$ cat config.mk
export PLATFORM = sky130hd
export DESIGN_NAME = dmem_arbiter
export DESIGN_NICKNAME = d
export VERILOG_FILES = /design/src/rtl/dmem_arbiter_pkg.sv /design/src/rtl/dmem_arbiter_rr_pick2.sv /design/src/rtl/dmem_arbiter.sv
export SDC_FILE = /design/constraint.sdc
export NUM_CORES = 1
export LEC_CHECK = 0
export CORE_AREA = 2 2 119 121
export CTS_CLUSTER_SIZE = 12
export DETAILED_ROUTE_END_ITERATION = 6
export DIE_AREA = 0 0 121 123
export GPL_TIMING_DRIVEN = 0
export HOLD_SLACK_MARGIN = 0.05
export PLACE_DENSITY = 0.78
export SYNTH_ARGS = -nofsm -noshare
export SYNTH_HDL_FRONTEND = slang
export SYNTH_SLANG_ARGS = --single-unit
$ cat constraint.sdc
create_clock -name clk -period 3.45 [get_ports clk]
set_clock_uncertainty 0.1 [all_clocks]
set_input_delay 0.8625 -clock clk [delete_from_list [all_inputs] [get_ports clk]]
set_output_delay 0.8625 -clock clk [all_outputs]
set_load 0.02 [all_outputs]
$ cat src/rtl/dmem_arbiter_pkg.sv
// Shared definitions for the data-memory arbiter.
//   OWN_*    : encoding of which requester drives the RAM port this cycle
//   state_t  : arbiter FSM states (normal CPU-priority / forced secondary slot)
package dmem_arbiter_pkg;

  localparam logic [1:0] OWN_NONE = 2'd0;
  localparam logic [1:0] OWN_CPU  = 2'd1;
  localparam logic [1:0] OWN_ENG  = 2'd2;
  localparam logic [1:0] OWN_VGA  = 2'd3;

  typedef enum logic {
    S_NORMAL = 1'b0,
    S_FORCE  = 1'b1
  } state_t;

endpackage

$ cat src/rtl/dmem_arbiter_rr_pick2.sv
// Two-way round-robin picker.
//   clk, reset : clock and synchronous active-high reset
//   en         : a grant may be issued this cycle
//   req0/req1  : requests (req0 = engine, req1 = VGA)
//   gnt0/gnt1  : one-hot grant, combinational from req/en/pointer
// The pointer names the requester that wins a tie. It moves to the other
// requester only when a grant is actually issued, so continuous requests
// from both sides alternate 0, 1, 0, ...
module rr_pick2 (
  input  logic clk,
  input  logic reset,
  input  logic en,
  input  logic req0,
  input  logic req1,
  output logic gnt0,
  output logic gnt1
);

  logic ptr; // 0: req0 wins a tie, 1: req1 wins a tie

  always_comb begin
    gnt0 = 1'b0;
    gnt1 = 1'b0;
    if (en) begin
      if (req0 && (!req1 || !ptr)) begin
        gnt0 = 1'b1;
      end else if (req1) begin
        gnt1 = 1'b1;
      end
    end
  end

  always_ff @(posedge clk) begin
    if (reset) begin
      ptr <= 1'b0;
    end else if (gnt0) begin
      ptr <= 1'b1;
    end else if (gnt1) begin
      ptr <= 1'b0;
    end
  end

endmodule

$ cat src/rtl/dmem_arbiter.sv
// Data-memory arbiter: shares one RAM port between the single-cycle CPU
// (absolute priority) and two secondaries, the Mandelbrot engine (r/w) and
// the VGA scan-out (read-only), served round-robin in idle CPU cycles.
// An anti-starvation counter forces one secondary slot by stalling the CPU.
//
// Ports:
//   clk, reset                         clock, synchronous active-high reset
//   cpu_en/cpu_we/cpu_addr/cpu_wdata   CPU load/store (byte address)
//   cpu_rdata                          = mem_rdata (combinational)
//   cpu_stall                          CPU holds PC / suppresses writeback
//   eng_req/eng_we/eng_addr/eng_wdata  engine request, word address
//   eng_gnt, eng_rvalid, eng_rdata     engine grant pulse, registered read
//   vga_req/vga_addr                   VGA read request, word address
//   vga_gnt, vga_rvalid, vga_rdata     VGA grant pulse, registered read
//   mem_we/mem_addr/mem_wdata          RAM write enable / word address / data
//   mem_rdata                          RAM combinational read data
//
// Handshake: a secondary raises req with stable addr/we/wdata and holds them
// until gnt; gnt is a one-cycle pulse in the cycle the RAM access happens.
// Holding req high after gnt asks for another access. Read data arrives one
// cycle after the grant with a one-cycle rvalid pulse; rdata then holds.
module dmem_arbiter
  import dmem_arbiter_pkg::*;
#(
  parameter int ADDR_W   = 14,
  parameter int DATA_W   = 32,
  parameter int MAX_WAIT = 8
) (
  input  logic              clk,
  input  logic              reset,
  input  logic              cpu_en,
  input  logic              cpu_we,
  input  logic [31:0]       cpu_addr,
  input  logic [DATA_W-1:0] cpu_wdata,
  output logic [DATA_W-1:0] cpu_rdata,
  output logic              cpu_stall,
  input  logic              eng_req,
  input  logic              eng_we,
  input  logic [ADDR_W-1:0] eng_addr,
  input  logic [DATA_W-1:0] eng_wdata,
  output logic              eng_gnt,
  output logic              eng_rvalid,
  output logic [DATA_W-1:0] eng_rdata,
  input  logic              vga_req,
  input  logic [ADDR_W-1:0] vga_addr,
  output logic              vga_gnt,
  output logic              vga_rvalid,
  output logic [DATA_W-1:0] vga_rdata,
  output logic              mem_we,
  output logic [ADDR_W-1:0] mem_addr,
  output logic [DATA_W-1:0] mem_wdata,
  input  logic [DATA_W-1:0] mem_rdata
);

  localparam logic [7:0] WAIT_LAST = 8'(MAX_WAIT - 1);

  state_t      state, state_nxt;
  logic [7:0]  wait_cnt, wait_cnt_nxt;
  logic [1:0]  owner;
  logic        sec_en;
  logic        sec_gnt;
  logic        sec_pending;

  // Only the word-index bits of the CPU byte address reach the RAM.
  logic unused_cpu_addr_bits;
  assign unused_cpu_addr_bits = ^{cpu_addr[31:ADDR_W+2], cpu_addr[1:0]};

  // Secondaries may use the port in a forced slot or whenever the CPU is
  // idle; never while reset is held.
  assign sec_en      = !reset && ((state == S_FORCE) || !cpu_en);
  assign sec_gnt     = eng_gnt | vga_gnt;
  assign sec_pending = eng_req | vga_req;

  rr_pick2 u_rr (
    .clk   (clk),
    .reset (reset),
    .en    (sec_en),
    .req0  (eng_req),
    .req1  (vga_req),
    .gnt0  (eng_gnt),
    .gnt1  (vga_gnt)
  );

  // In S_FORCE the CPU is never the owner, so a stalled store is dropped.
  always_comb begin
    owner = OWN_NONE;
    if (eng_gnt) begin
      owner = OWN_ENG;
    end else if (vga_gnt) begin
      owner = OWN_VGA;
    end else if ((state == S_NORMAL) && cpu_en) begin
      owner = OWN_CPU;
    end
  end

  always_comb begin
    mem_we    = 1'b0;
    mem_addr  = '0;
    mem_wdata = '0;
    case (owner)
      OWN_CPU: begin
        mem_we    = cpu_we;
        mem_addr  = cpu_addr[ADDR_W+1:2];
        mem_wdata = cpu_wdata;
      end
      OWN_ENG: begin
        mem_we    = eng_we;
        mem_addr  = eng_addr;
        mem_wdata = eng_wdata;
      end
      OWN_VGA: begin
        mem_addr  = vga_addr;
      end
      default: begin
        mem_we    = 1'b0;
      end
    endcase
  end

  assign cpu_rdata = mem_rdata;
  assign cpu_stall = (state == S_FORCE) && cpu_en;

  // Next state / wait counter. S_FORCE lasts exactly one cycle. The counter
  // already sitting at MAX_WAIT-1 when another denial happens means the
  // request has now been denied MAX_WAIT cycles, so the next slot is forced.
  always_comb begin
    state_nxt    = S_NORMAL;
    wait_cnt_nxt = wait_cnt;
    if (sec_gnt) begin
      wait_cnt_nxt = 8'd0;
    end else if ((state == S_NORMAL) && sec_pending) begin
      if (wait_cnt == WAIT_LAST) begin
        state_nxt    = S_FORCE;
        wait_cnt_nxt = 8'd0;
      end else begin
        wait_cnt_nxt = wait_cnt + 8'd1;
      end
    end
  end

  always_ff @(posedge clk) begin
    if (reset) begin
      state    <= S_NORMAL;
      wait_cnt <= 8'd0;
    end else begin
      state    <= state_nxt;
      wait_cnt <= wait_cnt_nxt;
    end
  end

  // Registered read return for the secondaries.
  always_ff @(posedge clk) begin
    if (reset) begin
      eng_rvalid <= 1'b0;
      eng_rdata  <= '0;
      vga_rvalid <= 1'b0;
      vga_rdata  <= '0;
    end else begin
      eng_rvalid <= eng_gnt && !eng_we;
      vga_rvalid <= vga_gnt;
      if (eng_gnt && !eng_we) begin
        eng_rdata <= mem_rdata;
      end
      if (vga_gnt) begin
        vga_rdata <= mem_rdata;
      end
    end
  end

endmodule
**After elaboration in Yosys (flattened, before gate mapping)**

Index checks and enable logic that the tools add are counted.

- Output and inout bits: 148
- Register bits: 76
- Bits of input ports: 163
- Word-level logic and storage cells: 47

- $add $sub $neg: 1
- Equal/unequal tests: 4
- Bitwise operators: 4
- Mux-type cells: 15
- Reduce and logical (&&, ||, !) cells: 16

Operators with widths:

| kind | number |
|---|---|
| $pmux W32 S2 | 1 |
| $pmux W14 S3 | 1 |
| $mux W1 | 9 |
| $add A8 B1 Y8 const B | 1 |
| $eq A8 B3 Y1 const B | 1 |
| $mux W8 | 1 |
| $logic_and A1 B1 Y1 | 6 |
| $logic_not A1 Y1 | 5 |
| $eq A2 B2 Y1 const B | 2 |
| $mux W2 | 2 |
| $reduce_or A3 Y1 | 1 |
| $eq A2 B1 Y1 const B | 1 |
| $logic_or A1 B1 Y1 | 2 |
| $not A1 Y1 | 2 |
| $or A1 B1 Y1 | 2 |
| $pmux W1 S2 | 1 |
| $reduce_bool A2 Y1 | 1 |
| $reduce_or A2 Y1 | 1 |

**Logic depth before layout (Yosys ltp)**

Gate-level depths: netlist (run 1).

- Depth in word-level cells: 9
- Gate-level depth with buffers: 10
- Depth with buffers taken out: 6

**Cells and area by module**

From an unflattened synthesis (run 1), not the netlist that was laid out.

- Cell total of the unflattened synthesis: 473
- Area, all modules: 3,769.9 um^2

By module, submodules not included:

| module | cells an instance | instances | area each (um^2) | sequential area each (um^2) |
|---|---|---|---|---|
| dmem_arbiter | 465 | 1 | 3,714.8 | 1,501.4 |
| rr_pick2 | 8 | 1 | 55.1 | 20.0 |

**Worst setup path before layout (run 1)**

OpenSTA, ideal clock, no wires.

- Kind: in2out
- Start: in reset
- End: out mem_wdata[10]
- Setup slack: -0.310 ns
- Arrival time: 2.798 ns
- Required time: 2.487 ns
- Buffers on the path: 4
- Stages on the path: 9
- Cell sequence: buf_2 -> buf_2 -> or3_1 -> inv_1 -> ha_1 -> clkbuf_1 -> buf_1 -> a22oi_1 -> nor2_1

- Longest elaborated chain between the ends: 7
- Elaborated cells between the ends (all ways): 9
- Classes of those cells: eq/ne: 2; mux: 5; reduce/logical: 2

RTL lines:

| element | RTL line | RTL |
|---|---|---|
| start, declared | dmem_arbiter.sv:30 | `input logic reset,` |
| $logic_not A1 Y1 * | dmem_arbiter.sv:70 | `assign sec_en = !reset && ((state == S_FORCE) \|\| !cpu_en);` |
| $logic_and A1 B1 Y1 * | dmem_arbiter.sv:70 |  |
| $mux W1 | dmem_arbiter_rr_pick2.sv:24 | `if (en) begin` |
| $mux W2 | dmem_arbiter.sv:89 | `end else if (vga_gnt) begin` |
| $mux W2 * | dmem_arbiter.sv:87 | `if (eng_gnt) begin` |
| $eq A2 B2 Y1 / $eq A2 B1 Y1 (equally long branches) | dmem_arbiter.sv:100 | `case (owner)` |
| $pmux W32 S2 * | dmem_arbiter.sv:100 |  |
| end, declared | dmem_arbiter.sv:51 | `output logic [DATA_W-1:0] mem_wdata,` |

Every way passes the cells marked *; elsewhere a longest branch is shown, timed or not.

**Worst setup path after layout (run 1)**

- Start: in cpu_en
- End: out mem_addr[6]

- Longest elaborated chain between the ends: 8
- Elaborated cells between the ends (all ways): 13
- Classes of those cells: eq/ne: 3; mux: 6; reduce/logical: 4

RTL lines:

| element | RTL line | RTL |
|---|---|---|
| start, declared | dmem_arbiter.sv:31 | `input logic cpu_en,` |
| $logic_not A1 Y1 | dmem_arbiter.sv:70 |  |
| $logic_or A1 B1 Y1 | dmem_arbiter.sv:70 |  |
| $logic_and A1 B1 Y1 | dmem_arbiter.sv:70 |  |
| $mux W1 | dmem_arbiter_rr_pick2.sv:24 |  |
| $mux W2 | dmem_arbiter.sv:89 |  |
| $mux W2 * | dmem_arbiter.sv:87 |  |
| $eq A2 B2 Y1 / $eq A2 B1 Y1 (equally long branches) | dmem_arbiter.sv:100 |  |
| $pmux W14 S3 * | dmem_arbiter.sv:100 |  |
| end, declared | dmem_arbiter.sv:50 | `output logic [ADDR_W-1:0] mem_addr,` |

Marked as above.

==> implementation parameters, run 1 <==
Parameter                              Value

Status
  Result of the run    complete, no violations

Worst hold path
  Depth of the worst hold-timing path    2
  Beginning of the worst hold path    vga_rdata[28]$_SDFFE_PP0P_
  End point of the most critical hold path    vga_rdata[28]$_SDFFE_PP0P_
  Worst hold path type    flop to flop

Finish
  Area occupied by registers    1521 um2
  Most common cell after layout, fill and taps aside    clkdlybuf4s50_1
  Net total in the final layout    945
  Cell Count, Final, Fillers Out    961
  Final standard cell utilization of the core    60.21%
  Area occupied by multi-input gates    2609 um2
  Filler cell count in the final layout    1195
  Final antenna diode count    0
  Final Cell Area    8195 um2
  Fraction of layout instances using a drive strength above 1    33.03%
  Leading cell types in the layout, fill and taps excluded    clkdlybuf4s50_1, dfxtp_1, buf_4, nor2_2
  Area growth from synthesis to layout    91.80%

CTS
  Root Driver    clkbuf_16
  Insertion delay to the later sink of the worst-skew pair    0.33 ns
  Htree depth    3
  TritonCTS clock tree    yes
  Clock edge transition at the registers on the reported setup and hold paths    0.05 ns
  CTS buffer count    9
  Maximum clock insertion buffer count    2
  Sink Count    76

Power
  Standby leakage power    3.097 nW
  Worst supply voltage drop on vdd    0.0002073 V
  Power after layout    2.707 mW
  Power density of the placed cells    330.4 nW/um2

Timing
  Crit path setup slack, layout    0.02828 ns
  Worst-Margin Slew    0.7857 ns
  Period utilisation layout    99.18%
  TNS Setup    0 ns
  Setup violations, final    0
  Final count of hold timing violations    0
  Number of pins exceeding their max-slew limit in the final report    0
  Highest clock rate    292.3 MHz
  Headroom to the max-slew limit    47.27%
  Final worst path period need    3.422 ns
  Hold Worst Slack    0.3684 ns
  RSZ-0062 raised after global routing    true

Worst setup path
  Category of the worst setup path capture point    output pin
  Worst Reg-to-Reg Cells    5
  Worst reg2reg setup slack    1.39 ns
  Startpoint class of the critical path    input pin
  Signal arrival time at the worst endpoint    2.46 ns
  Critical Setup Path Class    input pin to output pin
  Top fanout value on the critical path    5
  R2R Path Start    state$_SDFF_PP0_
  Critical register-to-register path endpoint    eng_rdata[15]$_SDFFE_PP0P_
  Required time at the worst-slack endpoint    2.49 ns

Die
  Cell Rows    43
  Starting density of the core    31.39%
  Top-Level Pins    311
  Die Outline Area    14880 um2
  Die width    121 um
  Placeable core area    13610 um2
  Die outline height    123 um

Route
  Post-detailed-route via-to-cell ratio    5.072
  Number of nets with antenna violations after routing    0
  Uppermost metal layer occupied by signal nets    met4
  Initial DRT Pass Iterations    6
  Met2 layer wire length in the routed design    9319 um
  DRC violation count after routing    0
  Total number of vias    4874
  Final routed wire length divided by cell count    18.88 um
  Total routed wire length on the met1 layer    6455 um
  Routed wire length on met3    1875 um
  Final WL    18150 um
  Detailed Route Iter0 Violations    177

Synth
  Adder-cell share of the synthesized area    1.464%
  Compound-gate portion of the synthesized area    21.93%
  Mean instance size in the synthesized netlist    9.053 um2
  Number of unique standard cell types used by synthesis    35
  Synth Net Count    640
  Cell Area, Synth    4273 um2
  Register bit total from synthesis    76
  Sequential share of the synthesized area    35.61%
  Mux cell area share after synthesis    11.22%
  Area share of and/or/nand/nor cells after synthesis    17.89%
  Combinational family with the most area after synthesis    compound AO/OA/AOI/OAI gates
  Area share of xor/xnor cells in the synthesized design    0.2050%
  Number of warnings reported in the yosys synthesis log    0
  Number of standard cells after synthesis    472

GRT
  Maximum number of pins on one net before global-route repair    19
  GRT Resource Usage Total    23.33%
  Aggregate global routing overflow    0
  Number of global-route vias before repair    4812
  Wire length of the first global-routing pass    26650 um
  Antenna violations before repair    0

Placement
  Cells after DPL    944
  Total half-perimeter wirelength after legalization and detailed placement    14010 um
  GPL Wtd Cong    0.8412
  Minimum setup slack after placement    -1.764 ns
  IO Port Bufs    292
  Post-DP Area    7575 um2

Flow run
  Max-cap violations    0
[worst max-delay path by stage]
stage | from | endpoint | slack (ns) | cells after the start
floorplan | reset | mem_wdata[22] | -0.03 | 7
global placement | reset | mem_addr[1] | -1.77 | 11
detailed placement | reset | mem_addr[1] | -1.76 | 11
CTS | cpu_en | mem_addr[6] | -0.008 | 9
global route | cpu_en | mem_wdata[13] | -0.02 | 10
finish | cpu_en | mem_addr[6] | 0.03 | 8
[layer usage]
metal | GRT usage, % | vias to the layer above
met4 | 7.994 | 0
met3 | 8.487 | 19
met5 | 0 | -
met1 | 24.28 | 2288
li1 | - | 2331
met2 | 43.22 | 236
[power breakdown]
group          internal [mW]  switching (mW)  total (mW)  leakage (nW)
Combinational          0.440           0.413       0.853          2.33
Sequential             0.904          0.0152       0.920         0.616
Clock                  0.576           0.359       0.935         0.146
[registers in the layout (all words and copies together) (netlist names)]
name / count
eng_rdata: 32
eng_rvalid: 1
state: 1
u_rr.ptr: 1
vga_rdata: 32
vga_rvalid: 1
wait_cnt: 8
[layout make-up]
cell class / count / area share (%)
clock buffer: 11 / 2.962
clock inverter: 4 / 0.5954
tap: 180 / 2.748
buffer: 74 / 8.000
sequential: 76 / 18.56
inverter: 7 / 0.3511
timing repair buffer: 302 / 34.95
multi-input combinational: 307 / 31.83
[cell families (layout without fill, tap and decap cells)]
kind of cell | Yosys count | in the layout
flip-flops | 76 | 76
buffers and inverters | 89 | 398
AND/OR/NAND/NOR | 139 | 139
adder cells (fa/ha/maj) | 5 | 5
AO/OA/AOI/OAI | 129 | 129
XOR/XNOR | 1 | 1
multiplexers | 33 | 33
[synth_stat cells]
library cell | instances | area [um2]
a22oi_1 | 33 | 247.7
a211oi_2 | 2 | 25.02
buf_1 | 3 | 11.26
a2111oi_4 | 1 | 27.53
mux2i_1 | 1 | 10.01
nor3_1 | 4 | 20.02
xor2_1 | 1 | 8.760
a222oi_1 | 14 | 140.1
o21ai_0 | 2 | 10.01
or3_1 | 3 | 18.77
mux2_2 | 3 | 33.78
nand4_1 | 34 | 212.7
dfxtp_1 | 76 | 1521
buf_6 | 4 | 45.04
nor2b_1 | 36 | 225.2
or4_4 | 1 | 11.26
o21bai_1 | 1 | 7.510
nor2_1 | 48 | 180.2
buf_4 | 32 | 240.2
nand2b_1 | 4 | 25.02
a21oi_1 | 36 | 180.2
o21ai_1 | 2 | 10.01
mux2_4 | 29 | 435.4
buf_2 | 12 | 60.06
o31ai_1 | 36 | 270.3
and2_1 | 1 | 6.260
inv_1 | 7 | 26.28
a211oi_1 | 1 | 7.510
ha_1 | 5 | 62.56
nand2_1 | 1 | 3.750
or4_1 | 4 | 30.03
nand3_1 | 2 | 10.01
clkbuf_1 | 31 | 116.4
o21bai_2 | 1 | 11.26
nor4_4 | 1 | 21.27
[timing repair]
action | 4_1_cts | 5_1_grt
cloned | 2 | 1
hold buffers | 0 | 0
pin swaps | 21 | 15
buffers inserted | 7 | 0
hold endpoints to repair | 0 | 0
resized for setup | 330 | 21
endpoints found under the setup margin | 49 | 47
[critical path, cell delays in order]
cell,delay [ns]
buf_8,0.11
nor2b_4,0.13
or3_4,0.44
ha_4,0.20
clkbuf_16,0.15
a222oi_1,0.34
nor2_2,0.08
buf_6,0.14
(Power assumes the default switching activity.)
==> run 2: changes to the inputs <==
CORE_AREA = default   (was 2 2 119 121)
CORE_MARGIN = 8   (was default)
CORE_UTILIZATION = 32   (was default)
DIE_AREA = default   (was 0 0 121 123)
PLACE_DENSITY = 0.79   (was 0.78)
==> run 2 against run 1 <==
  * Sequential power hardly changed
  * Global-route usage is 0.18 points higher
  * Total power increased by 6.1%
  * Sequential share of layout area down 0.31 points
  * Critical path type unchanged
==> implementation parameters, run 2 (synthesized netlist as in run 1, its figures left out) <==
Parameter                              Value

Status
  Result of the run    complete, no violations

CTS
  Post-cts hold buffer count    0
  Root Driver    clkbuf_16
  Clock edge transition at the registers on the reported setup and hold paths    0.06 ns
  TritonCTS clock tree    yes
  Htree depth    3
  Insertion delay to the later sink of the worst-skew pair    0.33 ns
  CTS buffer count    9
  Sink Count    76
  Maximum clock insertion buffer count    2

Placement
  Cells after DPL    940
  GPL Wtd Cong    0.9389
  Post-DP Area    7570 um2
  IO Port Bufs    292
  Total half-perimeter wirelength after legalization and detailed placement    16660 um

Timing
  Highest clock rate    291.5 MHz
  Headroom to the max-slew limit    45.64%
  Final worst path period need    3.430 ns
  Setup violations, final    0
  Period utilisation layout    99.42%
  Number of pins exceeding their max-slew limit in the final report    0
  Worst-Margin Slew    0.8100 ns
  RSZ-0062 raised after global routing    true
  Final count of hold timing violations    0

Die
  Cell Rows    42
  Top-Level Pins    311
  Die Outline Area    17310 um2
  Die outline height    131.6 um
  Placeable core area    13140 um2
  Starting density of the core    32.52%
  Die width    131.6 um

Power
  Share of power burned in registers    32.0%
  Power density of the placed cells    344.7 nW/um2
  Fraction of power consumed by combinational cells    30.5%
  Standby leakage power    3.160 nW
  Switching portion of total power    28.29%
  Internal power consumption    2.060 mW
  Worst supply voltage drop on vdd    0.0002651 V
  Total net switching power    0.8129 mW
  Portion of total power attributed to the clock network    37.5%

Finish
  Most common cell after layout, fill and taps aside    clkdlybuf4s50_1
  Fraction of layout instances using a drive strength above 1    33.92%
  Cell Count, Final, Fillers Out    967
  Final standard cell utilization of the core    63.44%
  Net total in the final layout    953
  Filler cell count in the final layout    1048
  Final Cell Area    8334 um2
  Area growth from synthesis to layout    95.05%
  Leading cell types in the layout, fill and taps excluded    clkdlybuf4s50_1, dfxtp_1, buf_4, nor2_2
  Leading registers by flop count    eng_rdata: 32 flops, vga_rdata: 32 flops, wait_cnt: 8 flops

Worst hold path
  Worst hold path type    flop to flop

Route
  DRC violation count after routing    0
  Initial DRT Pass Iterations    5
  Total number of vias    5019
  Post-detailed-route via-to-cell ratio    5.190
  Final WL    21500 um
  Final routed wire length divided by cell count    22.23 um
  Number of nets with antenna violations after routing    0
  Detailed Route Iter0 Violations    250

Worst setup path
  Critical path's slowest cell    or3_4
  Critical Setup Path Class    input pin to output pin
  Critical path cell sequence    buf_8, nor2b_4, or3_4, inv_4, ha_4, clkbuf_16, buf_12, buf_16, a22oi_2, nor2_2, buf_4
  Signal arrival time at the worst endpoint    2.47 ns
  Required time at the worst-slack endpoint    2.49 ns
  Startpoint class of the critical path    input pin
  Top fanout value on the critical path    6
  Category of the worst setup path capture point    output pin
  Worst path max stage delay    0.43 ns

GRT
  Maximum number of pins on one net before global-route repair    19
  Wire length of the first global-routing pass    32130 um
  Aggregate global routing overflow    0
  Number of global-route vias before repair    5325
  GRT Resource Usage Total    23.52%
  Antenna violations before repair    1

Flow run
  Max-cap violations    0
-- run 2: cell types whose count changed in the layout (fill, tap and decap cells not counted), moves of 3 or more --
cell / delta
clkbuf_8: -6
buf_2: -6
clkbuf_4: +3
buf_4: +13
-- run 2: final cells by class --
cell class	count	area [um2]	area share, %
flip-flops and latches	76	1521	18.26
plain buffers	72	619.3	7.431
repair buffers	312	2998	35.97
clock inverters	6	111.4	1.336
diodes	1	2.502	0.03003
clock buffers	10	229.0	2.747
multi-input cells	307	2604	31.24
well taps	176	220.2	2.642
inverters	7	28.78	0.3453
-- run 2: power by group through the flow --
| stage | sequential [mW] | combinational [mW] | clock [mW] |
|---|---|---|---|
| 2_1_floorplan | 0.966 | 0.344 | 0 |
| 3_3_place_gp | 0.937 | 0.800 | 0 |
| 3_5_place_dp | 0.939 | 0.809 | 0 |
| 4_1_cts | 0.920 | 0.870 | 1.09 |
| 5_1_grt | 0.923 | 0.920 | 1.13 |
| 6_report | 0.920 | 0.876 | 1.08 |
-- run 2: layer usage --
layer  up-vias  GRT usage (%)  part of all wire [%]
li1       2345              -                     -
met1      2409          24.49                    37
met2       241          44.74                    53
met3        24          6.288                   7.4
met4         0          7.275                   2.2
met5         -              0                     0
-- run 2: what timing repair did --
| action | in CTS | in global routing |
|---|---|---|
| buffers inserted | 10 | 7 |
| gates resized for setup | 352 | 8 |
| cloned | 2 | 2 |
| pin swaps | 28 | 13 |
| setup endpoints to repair | 49 | 47 |
-- run 2: through the flow --
step	setup slack (ns)	TNS [ns]	total power [mW]	hold slack [ns]
after floorplan	-0.02737	-1.022	1.310	0.3640
after global placement	-1.637	-74.86	1.737	0.3550
after detailed placement	-1.691	-77.28	1.747	0.3595
after CTS	-0.02110	-0.02110	2.877	0.3673
after global routing	-0.01923	-0.02046	2.971	0.3817
final	0.01985	0	2.873	0.3687
-- run 2: final timing paths --
kind / from / end / slack [ns] / depth (start not counted)
max reg2reg: state$_SDFF_PP0_ / eng_rdata[8]$_SDFFE_PP0P_ / 1.40 / 5
max: cpu_en / mem_wdata[10] / 0.02 / 11
min reg2reg: vga_rdata[24]$_SDFFE_PP0P_ / vga_rdata[24]$_SDFFE_PP0P_ / 0.37 / 2
min: vga_rdata[24]$_SDFFE_PP0P_ / vga_rdata[24]$_SDFFE_PP0P_ / 0.37 / 2
-- run 2: critical path, delay by kind of cell --
| kind | cells | cell delay [ns] |
|---|---|---|
| simple gates | 3 | 0.65 |
| fa+ha+maj | 1 | 0.15 |
| compound gates | 1 | 0.08 |
| buf+inv | 6 | 0.73 |
